$ cat src/rtl/fwd_hazard_ctrl_if.sv
// Decode-stage hazard bus: D-stage operand/write descriptors in, stall and forward selects out.
// The master side belongs to the decode stage, the slave side to fwd_hazard_ctrl.
interface fwd_hazard_ctrl_if #(
    parameter int TW    = 2,
    parameter int CNT_W = 32
);
    logic [4:0]       rs_d;
    logic [4:0]       rt_d;
    logic [TW-1:0]    tuse_rs_d;
    logic [TW-1:0]    tuse_rt_d;
    logic [4:0]       wdst_d;
    logic [TW-1:0]    tnew_d;
    logic [2:0]       wkind_d;
    logic             flush;
    logic             stall;
    logic [3:0]       fwd_rs_sel;
    logic [3:0]       fwd_rt_sel;
    logic [CNT_W-1:0] stall_cnt;

    modport master (
        output rs_d, rt_d, tuse_rs_d, tuse_rt_d, wdst_d, tnew_d, wkind_d, flush,
        input  stall, fwd_rs_sel, fwd_rt_sel, stall_cnt
    );

    modport slave (
        input  rs_d, rt_d, tuse_rs_d, tuse_rt_d, wdst_d, tnew_d, wkind_d, flush,
        output stall, fwd_rs_sel, fwd_rt_sel, stall_cnt
    );
endinterface

$ cat src/rtl/fwd_hazard_ctrl.sv
// Tracks in-flight register writes in E/M/W and produces decode forward selects and stall.
// Optional macro FWD_HILO_EN: HI/LO results get dedicated codes 6/7 (M) and 8/9 (W).
module fwd_hazard_ctrl #(
    parameter int TW    = 2,
    parameter int CNT_W = 32
) (
    input  logic              clk,
    input  logic              rst_n,
    fwd_hazard_ctrl_if.slave  bus
);
    typedef struct packed {
        logic          valid;
        logic [4:0]    dst;
        logic [TW-1:0] tnew;
        logic [2:0]    kind;
    } slot_t;

    typedef enum logic [1:0] {ST_E, ST_M, ST_W} stage_e;

    localparam logic [2:0] K_ALU  = 3'd0;
    localparam logic [2:0] K_LINK = 3'd1;
    localparam logic [2:0] K_HI   = 3'd2;
    localparam logic [2:0] K_LO   = 3'd3;
    localparam logic [2:0] K_LOAD = 3'd4;

    slot_t e_q, m_q, w_q;
    slot_t e_d, m_d, w_d;
    logic [CNT_W-1:0] stall_cnt_q, stall_cnt_d;
    logic [4:0] rs_res, rt_res;
    logic stall_int;

    function automatic logic [TW-1:0] sat_dec(input logic [TW-1:0] t);
        return (t == '0) ? '0 : t - 1'b1;
    endfunction

    // Returns {has_code, code}; a result kind with no mux input at this stage has no code.
    function automatic logic [4:0] fwd_code(input stage_e st, input logic [2:0] kind);
        logic [4:0] r;
        r = 5'd0;
        case (st)
            ST_E: if (kind == K_LINK) r = {1'b1, 4'd1};
            ST_M: case (kind)
                K_ALU:  r = {1'b1, 4'd2};
                K_LINK: r = {1'b1, 4'd3};
`ifdef FWD_HILO_EN
                K_HI:   r = {1'b1, 4'd6};
                K_LO:   r = {1'b1, 4'd7};
`else
                K_HI:   r = {1'b1, 4'd2};
                K_LO:   r = {1'b1, 4'd2};
`endif
                default: r = 5'd0;
            endcase
            ST_W: case (kind)
                K_ALU:  r = {1'b1, 4'd4};
                K_LOAD: r = {1'b1, 4'd4};
                K_LINK: r = {1'b1, 4'd5};
`ifdef FWD_HILO_EN
                K_HI:   r = {1'b1, 4'd8};
                K_LO:   r = {1'b1, 4'd9};
`else
                K_HI:   r = {1'b1, 4'd4};
                K_LO:   r = {1'b1, 4'd4};
`endif
                default: r = 5'd0;
            endcase
            default: r = 5'd0;
        endcase
        return r;
    endfunction

    // Returns {stall, sel} for one source operand; only the youngest matching slot decides.
    function automatic logic [4:0] resolve(input logic [4:0] src, input logic [TW-1:0] tuse,
                                           input slot_t e, input slot_t m, input slot_t w);
        slot_t      x;
        stage_e     st;
        logic       hit;
        logic [4:0] c;
        x   = '0;
        st  = ST_E;
        hit = 1'b1;
        if (src == 5'd0)                   hit = 1'b0;
        else if (e.valid && e.dst == src) begin x = e; st = ST_E; end
        else if (m.valid && m.dst == src) begin x = m; st = ST_M; end
        else if (w.valid && w.dst == src) begin x = w; st = ST_W; end
        else                               hit = 1'b0;
        if (!hit) return 5'd0;
        c = fwd_code(st, x.kind);
        if (x.tnew == '0 && c[4]) return {1'b0, c[3:0]};
        if (x.tnew > tuse)        return {1'b1, 4'd0};
        return 5'd0;
    endfunction

    always_comb begin
        rs_res    = resolve(bus.rs_d, bus.tuse_rs_d, e_q, m_q, w_q);
        rt_res    = resolve(bus.rt_d, bus.tuse_rt_d, e_q, m_q, w_q);
        stall_int = rs_res[4] | rt_res[4];
    end

    always_comb begin
        w_d      = m_q;
        w_d.tnew = sat_dec(m_q.tnew);
        m_d      = e_q;
        m_d.tnew = sat_dec(e_q.tnew);
        e_d      = '0;
        if (!stall_int && !bus.flush && bus.wdst_d != 5'd0)
            e_d = '{valid: 1'b1, dst: bus.wdst_d, tnew: bus.tnew_d, kind: bus.wkind_d};
        stall_cnt_d = stall_int ? stall_cnt_q + 1'b1 : stall_cnt_q;
    end

    always_ff @(posedge clk or negedge rst_n) begin
        if (!rst_n) begin
            e_q         <= '0;
            m_q         <= '0;
            w_q         <= '0;
            stall_cnt_q <= '0;
        end else begin
            e_q         <= e_d;
            m_q         <= m_d;
            w_q         <= w_d;
            stall_cnt_q <= stall_cnt_d;
        end
    end

    assign bus.stall      = stall_int;
    assign bus.fwd_rs_sel = rs_res[3:0];
    assign bus.fwd_rt_sel = rt_res[3:0];
    assign bus.stall_cnt  = stall_cnt_q;
endmodule

$ cat src/flat_wrapper.sv
// flat-port wrapper written by rule: the top's interface ports become plain ports
module fwd_hazard_ctrl_flat 
#(
    parameter int TW    = 2,
    parameter int CNT_W = 32
)
  (clk, rst_n, bus_rs_d, bus_rt_d, bus_tuse_rs_d, bus_tuse_rt_d, bus_wdst_d, bus_tnew_d, bus_wkind_d, bus_flush, bus_stall, bus_fwd_rs_sel, bus_fwd_rt_sel, bus_stall_cnt);
  fwd_hazard_ctrl_if #(.TW(TW), .CNT_W(CNT_W)) bus_i ();
  input  logic clk;
  input  logic rst_n;
  input wire logic [$bits(bus_i.rs_d)-1:0] bus_rs_d;
  input wire logic [$bits(bus_i.rt_d)-1:0] bus_rt_d;
  input wire logic [$bits(bus_i.tuse_rs_d)-1:0] bus_tuse_rs_d;
  input wire logic [$bits(bus_i.tuse_rt_d)-1:0] bus_tuse_rt_d;
  input wire logic [$bits(bus_i.wdst_d)-1:0] bus_wdst_d;
  input wire logic [$bits(bus_i.tnew_d)-1:0] bus_tnew_d;
  input wire logic [$bits(bus_i.wkind_d)-1:0] bus_wkind_d;
  input wire logic [$bits(bus_i.flush)-1:0] bus_flush;
  output wire logic [$bits(bus_i.stall)-1:0] bus_stall;
  output wire logic [$bits(bus_i.fwd_rs_sel)-1:0] bus_fwd_rs_sel;
  output wire logic [$bits(bus_i.fwd_rt_sel)-1:0] bus_fwd_rt_sel;
  output wire logic [$bits(bus_i.stall_cnt)-1:0] bus_stall_cnt;
  assign bus_i.rs_d = bus_rs_d;
  assign bus_i.rt_d = bus_rt_d;
  assign bus_i.tuse_rs_d = bus_tuse_rs_d;
  assign bus_i.tuse_rt_d = bus_tuse_rt_d;
  assign bus_i.wdst_d = bus_wdst_d;
  assign bus_i.tnew_d = bus_tnew_d;
  assign bus_i.wkind_d = bus_wkind_d;
  assign bus_i.flush = bus_flush;
  assign bus_stall = bus_i.stall;
  assign bus_fwd_rs_sel = bus_i.fwd_rs_sel;
  assign bus_fwd_rt_sel = bus_i.fwd_rt_sel;
  assign bus_stall_cnt = bus_i.stall_cnt;
  fwd_hazard_ctrl #(.TW(TW), .CNT_W(CNT_W)) u_core (.clk(clk), .rst_n(rst_n), .bus(bus_i));
endmodule
$ cat config.mk
export PLATFORM = sky130hd
export DESIGN_NAME = fwd_hazard_ctrl_flat
export DESIGN_NICKNAME = d
export VERILOG_FILES = /design/src/rtl/fwd_hazard_ctrl_if.sv /design/src/rtl/fwd_hazard_ctrl.sv /design/src/flat_wrapper.sv
export SDC_FILE = /design/constraint.sdc
export NUM_CORES = 1
export LEC_CHECK = 0
export ABC_AREA = 1
export BUFFER_PORTS_ARGS = -buffer_cell sky130_fd_sc_hd__buf_2
export CAP_MARGIN = 20
export CORE_MARGIN = 2
export CORE_UTILIZATION = 55
export CTS_CLUSTER_SIZE = 8
export DETAILED_ROUTE_END_ITERATION = 6
export GPL_ROUTABILITY_DRIVEN = 0
export GPL_TIMING_DRIVEN = 0
export PLACE_DENSITY = 0.78
export SLEW_MARGIN = 30
export SYNTH_ARGS = -nofsm -noshare
export SYNTH_HDL_FRONTEND = slang
export SYNTH_SLANG_ARGS = --single-unit
$ cat constraint.sdc
create_clock -name clk -period 4.15 [get_ports clk]
set_input_delay 0.6225 -clock clk [delete_from_list [all_inputs] [get_ports clk]]
set_output_delay 0.6225 -clock clk [all_outputs]
set_load 0.01 [all_outputs]
==> run metrics, run 1 <==
Synth Instances 592; cell area after layout 0.004917 mm2; final-layout fill cell count 732; total chip power 0.001872 W; Die Ht 91.83 um; Slew Limit Fails 0; fin crit share 88.93%; initial antenna violation count 0; Max clock buf depth 2; Post-route DRC 0; minimum clock period 3.691 ns; number of global-route vias before repair 3947; clk slew on worst S/H paths 0.07 ns; CTS buffer count 9; wire per inst 13.02 um; vias per cell 5.095; Yosys cell types 38; worst r2r path cells 17; setup TNS 0 ns; register-to-register setup slack 1.30 ns; Die Area 0.008433 mm2; final setup violation count 0; Pwr Density 380.8 mW/mm2; Hold/Removal Path Class input port to asynchronous set/reset pin; Starting Density 55.77%; Synth Register Bits 65; Setup Skew 0.005690 ns; layout overhead on the synthesized area 15.90%; critical path's largest stage delay 0.34 ns; Top delay family on crit path simple AND/OR/NAND/NOR gates; final antenna-violating net count 0; crit-path cells buf_2 -> inv_2 -> nand2_1 -> nand2_1 -> nor2_1 -> nand3_1 -> buf_6 -> nand2_1 -> nor2_1 -> o21bai_1 -> inv_1 -> ha_1 -> a21oi_1 -> a211oi_1 -> nand2_4 -> nand2_8 -> buf_6 -> buf_2; Max IR drop VDD 0.3154 mV; Routed WL 10.11 mm; DR vias 3959; status finished clean; Root Driver clkbuf_8; crit path launch type input port; Core Region 0.007607 mm2; Final Hold Fails 0; Antenna diodes 0; Max Fclk 271.0 MHz; Worst Setup End Kind primary output; leakage 2.573 nW; setup ws final 0.4595 ns; Max FO, Critical Path 10; CTS Sinks 65; Yosys warnings 0; RSZ-0062 raised after global routing no; Synth Area per Inst 7.167 um2; Die Wd 91.83 um; most frequent CP cell nand2_1; post_cts resized 0; final net count 702; Crit path required time 3.53 ns; synthesized area 0.004243 mm2; htree depth 3; IO Pins 68; Placed Area 0.004722 mm2; GRT overflow 0; CTS tree done; WS Path Type input port to primary output; worst skew pair latency 0.34 ns; CP arrival 3.07 ns; CP Buf/Inv Count 6; R2R Path End u_core.bus.stall_cnt[2]; GRT Overall Usage 26.34%; Worst R2R Start u_core.e_q[6]; Pre-antenna DRT Iters 5; first-pass GRT wire length 17.75 mm; num rows 32; hold_buf cts 0; post-CTS setup buffers 0; register area share after synthesis 38.34%; Slowest cell on crit path a211oi_1; DP HPWL 7.982 mm; cell count along the critical path 18; ratio of cells with drive above 1 in the final layout 21.33%; pin count of the biggest net entering global routing 42; IO buf count 65; DR iter-0 viols 154; worst slack, placed 0.4501 ns; max-cap violation count 0
## cell usage after synthesis, drive strengths merged
| master | number | area [um2] |
|---|---|---|
| xnor2 | 4 | 35.03 |
| inv | 88 | 335.3 |
| o21ai | 27 | 135.1 |
| conb | 1 | 3.750 |
| a21oi | 10 | 50.05 |
| dfrtp | 65 | 1627 |
| o31ai | 1 | 12.51 |
| nand4 | 11 | 75.07 |
| xor2 | 30 | 270.3 |
| a211oi | 2 | 20.02 |
| o21bai | 1 | 7.510 |
| a21boi | 1 | 7.510 |
| ha | 5 | 62.56 |
| o211ai | 1 | 7.510 |
| nor3 | 15 | 80.08 |
| clkinv | 1 | 3.750 |
| o221ai | 2 | 17.52 |
| buf | 10 | 113.9 |
| nor3b | 1 | 7.510 |
| nor4 | 7 | 43.79 |
| nand3 | 23 | 140.1 |
| nor2 | 88 | 352.8 |
| nand2 | 198 | 834.6 |
## cell families (layout without fill, tap and decap cells)
family,after synthesis,after routing,synth area share (%)
fa+ha+maj,5,5,1.474
simple gates,343,343,36.15
compound gates,45,45,6.075
other cells,1,2,0.08838
buf+inv,99,181,10.68
flops,65,65,38.34
xor+xnor,34,34,7.195
## per-stage QoR
step | instances | util (%) | hold WS [ns]
finish | 777 | 64.64 | 0.1790
global route | 777 | 64.64 | 0.1925
CTS | 777 | 64.64 | 0.1788
detailed placement | 761 | 62.07 | 0.3642
global placement | 760 | 61.78 | 0.3574
floorplan | 593 | - | 0.3269
## sequential cells by signal, summed over array words and instances (netlist names)
| signal | count |
|---|---|
| u_core.m_q | 11 |
| u_core.w_q | 11 |
| u_core.e_q | 11 |
| u_core.bus.stall_cnt | 32 |
## cell type report
| cell class | count | area (um2) | area share [%] |
|---|---|---|---|
| Sequential cell | 65 | 1627 | 33.08 |
| Clock inverter | 7 | 71.32 | 1.450 |
| Multi-Input combinational cell | 429 | 2167 | 44.07 |
| Timing Repair Buffer | 66 | 347.8 | 7.074 |
| Tap cell | 102 | 127.6 | 2.595 |
| Buffer | 10 | 113.9 | 2.316 |
| Clock buffer | 9 | 123.9 | 2.519 |
| Inverter | 89 | 339.1 | 6.896 |
## where the power goes
part	internal, W	switching, W	leakage [nW]	total, W
registers	0.000734	0.000122	0.836	0.000856
clock network	0.000276	0.000258	0.0912	0.000534
logic	0.000189	0.000293	1.65	0.000482
## worst register-to-register path: cells and delay by family, from the launching register on
| kind | cells | cell delay, ns |
|---|---|---|
| AO/OA/AOI/OAI | 5 | 1.01 |
| flip-flops | 1 | 0.39 |
| AND/OR/NAND/NOR | 8 | 0.72 |
| adder cells (fa/ha/maj) | 1 | 0.30 |
| buffers and inverters | 3 | 0.31 |
## worst max path at each step
stage	start	endpoint	slack, ns
detailed placement	bus_rt_d[1]	bus_stall	0.45
floorplan	bus_rs_d[4]	bus_stall	1.08
CTS	u_core.e_q[6]	bus_stall	0.44
global placement	bus_rt_d[1]	bus_stall	0.52
global route	u_core.e_q[6]	bus_stall	0.19
finish	bus_rt_d[1]	bus_stall	0.46
## layer usage
metal  vias to the layer above  GRT usage (%)  share of wire [%]
met3                        25          4.355                5.1
met5                         -              0                  0
met2                       111          46.32                 51
met4                         0          11.69                2.9
li1                       1989              -                  -
met1                      1834          31.74                 41
## cells in the final DEF, fill, tap and decap left out, types with 2 or more instances in the layout
master	count
nand2_1	173
nor2_1	81
inv_1	78
dfrtp_1	65
buf_2	64
xor2_1	29
nand2_2	21
nand3_1	18
o21ai_1	18
nor3_1	14
a21oi_1	10
nand4_1	10
inv_2	9
o21ai_0	9
clkbuf_8	9
buf_6	7
nor4_1	7
nor2_2	6
nand3_2	5
ha_1	5
xnor2_1	4
nand2_4	3
buf_4	3
clkinvlp_4	3
o221ai_1	2
buf_12	2
conb_1	2
clkinv_2	2
(Power assumes the default switching activity.)
==> inputs of run 2 (changes only) <==
--- a/config.mk
+++ b/config.mk
@@ -8,6 +8,7 @@
 export ABC_AREA = 1
 export BUFFER_PORTS_ARGS = -buffer_cell sky130_fd_sc_hd__buf_2
 export CAP_MARGIN = 20
+export CORE_ASPECT_RATIO = 0.75
 export CORE_MARGIN = 2
 export CORE_UTILIZATION = 55
 export CTS_CLUSTER_SIZE = 8
==> constraint.sdc (replaced) <==
create_clock -name clk -period 3.5 [get_ports clk]
set_input_delay 0.525 -clock clk [delete_from_list [all_inputs] [get_ports clk]]
set_output_delay 0.525 -clock clk [all_outputs]
set_load 0.01 [all_outputs]
==> run metrics, run 2 (synthesized netlist as in run 1, its figures left out) <==
worst skew pair latency 0.34 ns; busiest grt layer met2; most common cell after layout, fill and taps aside nand2_1; Crit path required time 2.97 ns; CTS Sinks 65; Core Region 0.007398 mm2; Final Hold Fails 0; Pwr Density 447.7 mW/mm2; max-cap violation count 0; met2 GRT Util 40.32%; Setup Skew 0.01401 ns; Max clock buf depth 2; number of global-route vias before repair 3701; final net count 718; pin count of the biggest net entering global routing 53; total chip power 0.002306 W; leakage 2.674 nW; Hold/Removal Path Class input port to asynchronous set/reset pin; CP arrival 2.80 ns; Die Area 0.008440 mm2; RSZ-0062 raised after global routing no; ratio of cells with drive above 1 in the final layout 25.11%; status finished clean; GR Layer Usage met1 38.19%; IO buf count 65; Root Driver clkbuf_8; clk slew on worst S/H paths 0.07 ns; Post-route DRC 0; final setup violation count 0; CTS tree done; final-layout fill cell count 611; num rows 27; Die Wd 105.4 um; Max FO, Critical Path 6; GRT Overall Usage 26.65%; DR vias 4114; crit path launch type register; setup ws final 0.1779 ns; Routed WL 11.00 mm; max reg flops 32; Antenna diodes 0; wire per inst 13.93 um; final antenna-violating net count 0; htree depth 3; worst slack, placed -0.04141 ns; fin crit share 94.92%; layout overhead on the synthesized area 21.41%; Pre-antenna DRT Iters 5; Starting Density 57.35%; M3 GR Usage 6.412%; most frequent cells in the layout nand2_1 (171), nor2_1 (77), inv_1 (76), buf_2 (64), dfrtp_1 (64); Max IR drop VDD 0.2800 mV; register-to-register setup slack 0.61 ns; DP HPWL 8.225 mm; first-pass GRT wire length 17.58 mm; minimum clock period 3.322 ns; Max Fclk 301.0 MHz; R2R Path End u_core.bus.stall_cnt[2]; CTS buffer count 9; Slew Limit Fails 0; Worst Setup End Kind primary output; Worst R2R Start u_core.m_q[5]; initial antenna violation count 0; vias per cell 5.208; DR iter-0 viols 329; Die Ht 80.07 um; worst r2r path cells 20; GRT overflow 0; IO Pins 68; WS Path Type register to primary output
run 2: cell type report:
class | count | area [um2] | area share [%]
clock buffer | 11 | 151.4 | 2.939
multi-input combinational | 429 | 2248 | 43.65
timing repair buffer | 83 | 490.5 | 9.521
buffer | 9 | 102.6 | 1.992
tap | 101 | 126.4 | 2.453
inverter | 89 | 339.1 | 6.582
clock inverter | 3 | 65.06 | 1.263
sequential | 65 | 1628 | 31.60
run 2: how the worst max path moves through the flow:
stage                 to     startpoint  cells past startpoint
6_report       bus_stall  u_core.m_q[5]                     16
5_1_grt        bus_stall  u_core.e_q[6]                     14
4_1_cts        bus_stall  u_core.m_q[5]                     16
3_5_place_dp   bus_stall    bus_rt_d[1]                     18
3_3_place_gp   bus_stall    bus_rt_d[1]                     15
2_1_floorplan  bus_stall    bus_rs_d[4]                     15
run 2: repair_timing:
action | in CTS | in global routing
endpoints found under the hold margin | 0 | 0
endpoints found under the setup margin | 1 | 1
pin swaps | 4 | 15
hold buffers | 0 | 0
setup buffers | 0 | 17
resized for setup | 4 | 18
cloned | 0 | 0
run 2: critical path, cell delays in order, from the launching register on:
cell and delay [ns]:
dfrtp_2 0.44, buf_6 0.12, nand2_1 0.07, nand2_2 0.06, nor2_2 0.09, nand3_2 0.10, buf_6 0.16, nand2_4 0.07
nor2_1 0.04, o21bai_1 0.22, inv_1 0.11, ha_4 0.28, a21oi_1 0.07, a211oi_2 0.27, nand2_4 0.13, nand2_8 0.12
buf_6 0.11
run 2: power by group:
| group | switching, W | internal (W) |
|---|---|---|
| logic | 0.000352 | 0.000234 |
| clock network | 0.000277 | 0.000431 |
| registers | 0.000141 | 0.000872 |
run 2: through the flow:
step / setup TNS, ns / cells / utilization, % / instance area [um2] / hold WS [ns]
6_report: 0 / 790 / 69.63 / 5151 / 0.03430
5_1_grt: 0 / 790 / 69.63 / 5151 / 0.03231
4_1_cts: 0 / 773 / 66.90 / 4950 / 0.02582
3_5_place_dp: -0.04141 / 760 / 63.91 / 4728 / 0.3597
3_3_place_gp: 0 / 759 / 63.50 / 4698 / 0.3595
2_1_floorplan: 0 / 593 / - / 4247 / 0.2294
run 2: routing by layer:
metal | part of all wire [%] | vias to the layer above
li1 | - | 2017
met1 | 46 | 1907
met2 | 44 | 179
met3 | 8.5 | 11
met4 | 0.85 | 0
met5 | 0 | -
==> inputs of run 3 (changes only) <==
--- a/config.mk
+++ b/config.mk
@@ -16,6 +16,7 @@
 export GPL_ROUTABILITY_DRIVEN = 0
 export GPL_TIMING_DRIVEN = 0
 export PLACE_DENSITY = 0.78
+export REMOVE_ABC_BUFFERS = 1
 export SLEW_MARGIN = 30
 export SYNTH_ARGS = -nofsm -noshare
 export SYNTH_HDL_FRONTEND = slang
==> run metrics, run 3 (synthesized netlist as in run 1, its figures left out) <==
M3 GR Usage 7.224%; worst r2r path cells 14; crit-path cells inv_1 -> nand2_1 -> nand2_1 -> a21oi_1 -> nand3_2 -> o21ai_0 -> o21bai_1 -> inv_1 -> ha_1 -> a21oi_1 -> a211oi_2 -> nand2_4 -> nand2_8 -> buf_2; pin count of the biggest net entering global routing 39; final net count 703; Slew Limit Fails 0; final core occ 67.22%; Max IR drop VDD 0.4072 mV; Worst Setup End Kind primary output; htree depth 3; Slew @ Worst Pin 0.4925 ns; Max transition margin 66.91%; R2R Path End u_core.e_q[5]; minimum clock period 3.382 ns; Post-route DRC 0; fin crit share 96.64%; Die Wd 105.4 um; most common cell after layout, fill and taps aside nand2_1; Hold/Removal Path Class input port to asynchronous set/reset pin; final antenna-violating net count 0; GR Layer Usage met1 36.19%; CP arrival 2.86 ns; area of the multi-input gates 0.002237 mm2; WHS 0.09939 ns; number of global-route vias before repair 3850; Worst R2R Start u_core.e_q[6]; wire per inst 14.62 um; setup TNS 0 ns; Starting Density 57.35%; worst skew pair latency 0.34 ns; Slowest cell on crit path dfrtp_1; GRT overflow 0; crit path launch type register; busiest grt layer met2; Pwr Density 472.9 mW/mm2; max-cap violation count 0; Setup Skew 0.008624 ns; Root Driver clkbuf_8; CP Buf/Inv Count 3; most frequent cells in the layout nand2_1 (173), inv_1 (78), nor2_1 (78), dfrtp_1 (65), buf_2 (64); WS Path Type register to primary output; setup ws final 0.1177 ns; met2 GRT Util 42.32%; CTS buffer count 9; Max FO, Critical Path 7; IO buf count 65; CTS tree done; status finished clean; final setup violation count 0; Die Area 0.008440 mm2; ratio of cells with drive above 1 in the final layout 22.49%; Max clock buf depth 2; Max Fclk 295.7 MHz; Die Ht 80.07 um; worst slack, placed -0.2484 ns; vias per cell 5.417; Crit path required time 2.97 ns; critical path's largest stage delay 0.40 ns; Pre-antenna DRT Iters 7; Routed WL 11.36 mm; register-to-register setup slack 0.67 ns; Core Region 0.007398 mm2; Top delay family on crit path compound AO/OA/AOI/OAI gates; initial antenna violation count 0; register area 0.001627 mm2; clk slew on worst S/H paths 0.08 ns; DR iter-0 viols 526; first-pass GRT wire length 17.82 mm; leakage 2.596 nW; max reg flops 32; Final Hold Fails 0; DR vias 4209; num rows 27; layout overhead on the synthesized area 17.22%; IO Pins 68; total chip power 0.002352 W; DP HPWL 7.880 mm; CTS Sinks 65; Antenna diodes 0; GRT Overall Usage 26.93%; final-layout fill cell count 609
## run 3: worst register-to-register path: cells and delay by family, from the launching register on
kind / cells / cell delay, ns
AOI/OAI and AO/OA: 5 / 0.85
adders and majority gates: 1 / 0.30
buffers and inverters: 2 / 0.15
DFF: 1 / 0.40
and+or+nand+nor: 6 / 1.04
## run 3: timing repair
action	CTS	global route
endpoints found under the setup margin	1	1
cloned	2	0
endpoints found under the hold margin	0	0
buffers inserted	0	9
gates resized for setup	5	5
pin swaps	1	7
hold buffers	0	0
## run 3: through the flow
step,cell area [um2],std cells
after floorplan,4133,583
after CTS,4886,768
after global placement,4584,749
after detailed placement,4607,750
after global routing,4974,777
final,4974,777
## run 3: report_power, final
part / leakage (nW) / switching, W / total, W / internal [W]
combinational: 1.65 / 0.000362 / 0.000584 / 0.000222
clock: 0.115 / 0.000297 / 0.000735 / 0.000438
sequential: 0.836 / 0.000162 / 0.00103 / 0.000871
total: 2.60 / 0.000821 / 0.00235 / 0.00153
## run 3: how the worst max path moves through the flow
stage                        from         to  slack [ns]  depth (start not counted)
finish              u_core.e_q[6]  bus_stall        0.12                         14
global route        u_core.e_q[6]  bus_stall       -0.03                         14
CTS                 u_core.m_q[5]  bus_stall        0.01                         15
detailed placement    bus_rt_d[1]  bus_stall       -0.25                         14
global placement      bus_rt_d[1]  bus_stall       -0.19                         14
floorplan             bus_rt_d[1]  bus_stall        0.55                         14
## run 3: area by class of cell
cell class / instances / share of cell area, %
Inverter: 89 / 6.818
Clock inverter: 5 / 1.560
Sequential cell: 65 / 32.70
Tap cell: 101 / 2.541
Timing Repair Buffer: 75 / 8.352
Multi-Input combinational cell: 431 / 44.98
Clock buffer: 11 / 3.044
## run 3: layer usage
metal  vias up  routed length (um)
met4         0                 297
met1      1908                4783
li1       1988                   -
met5         -                   0
met2       274                4973
met3        39                1308
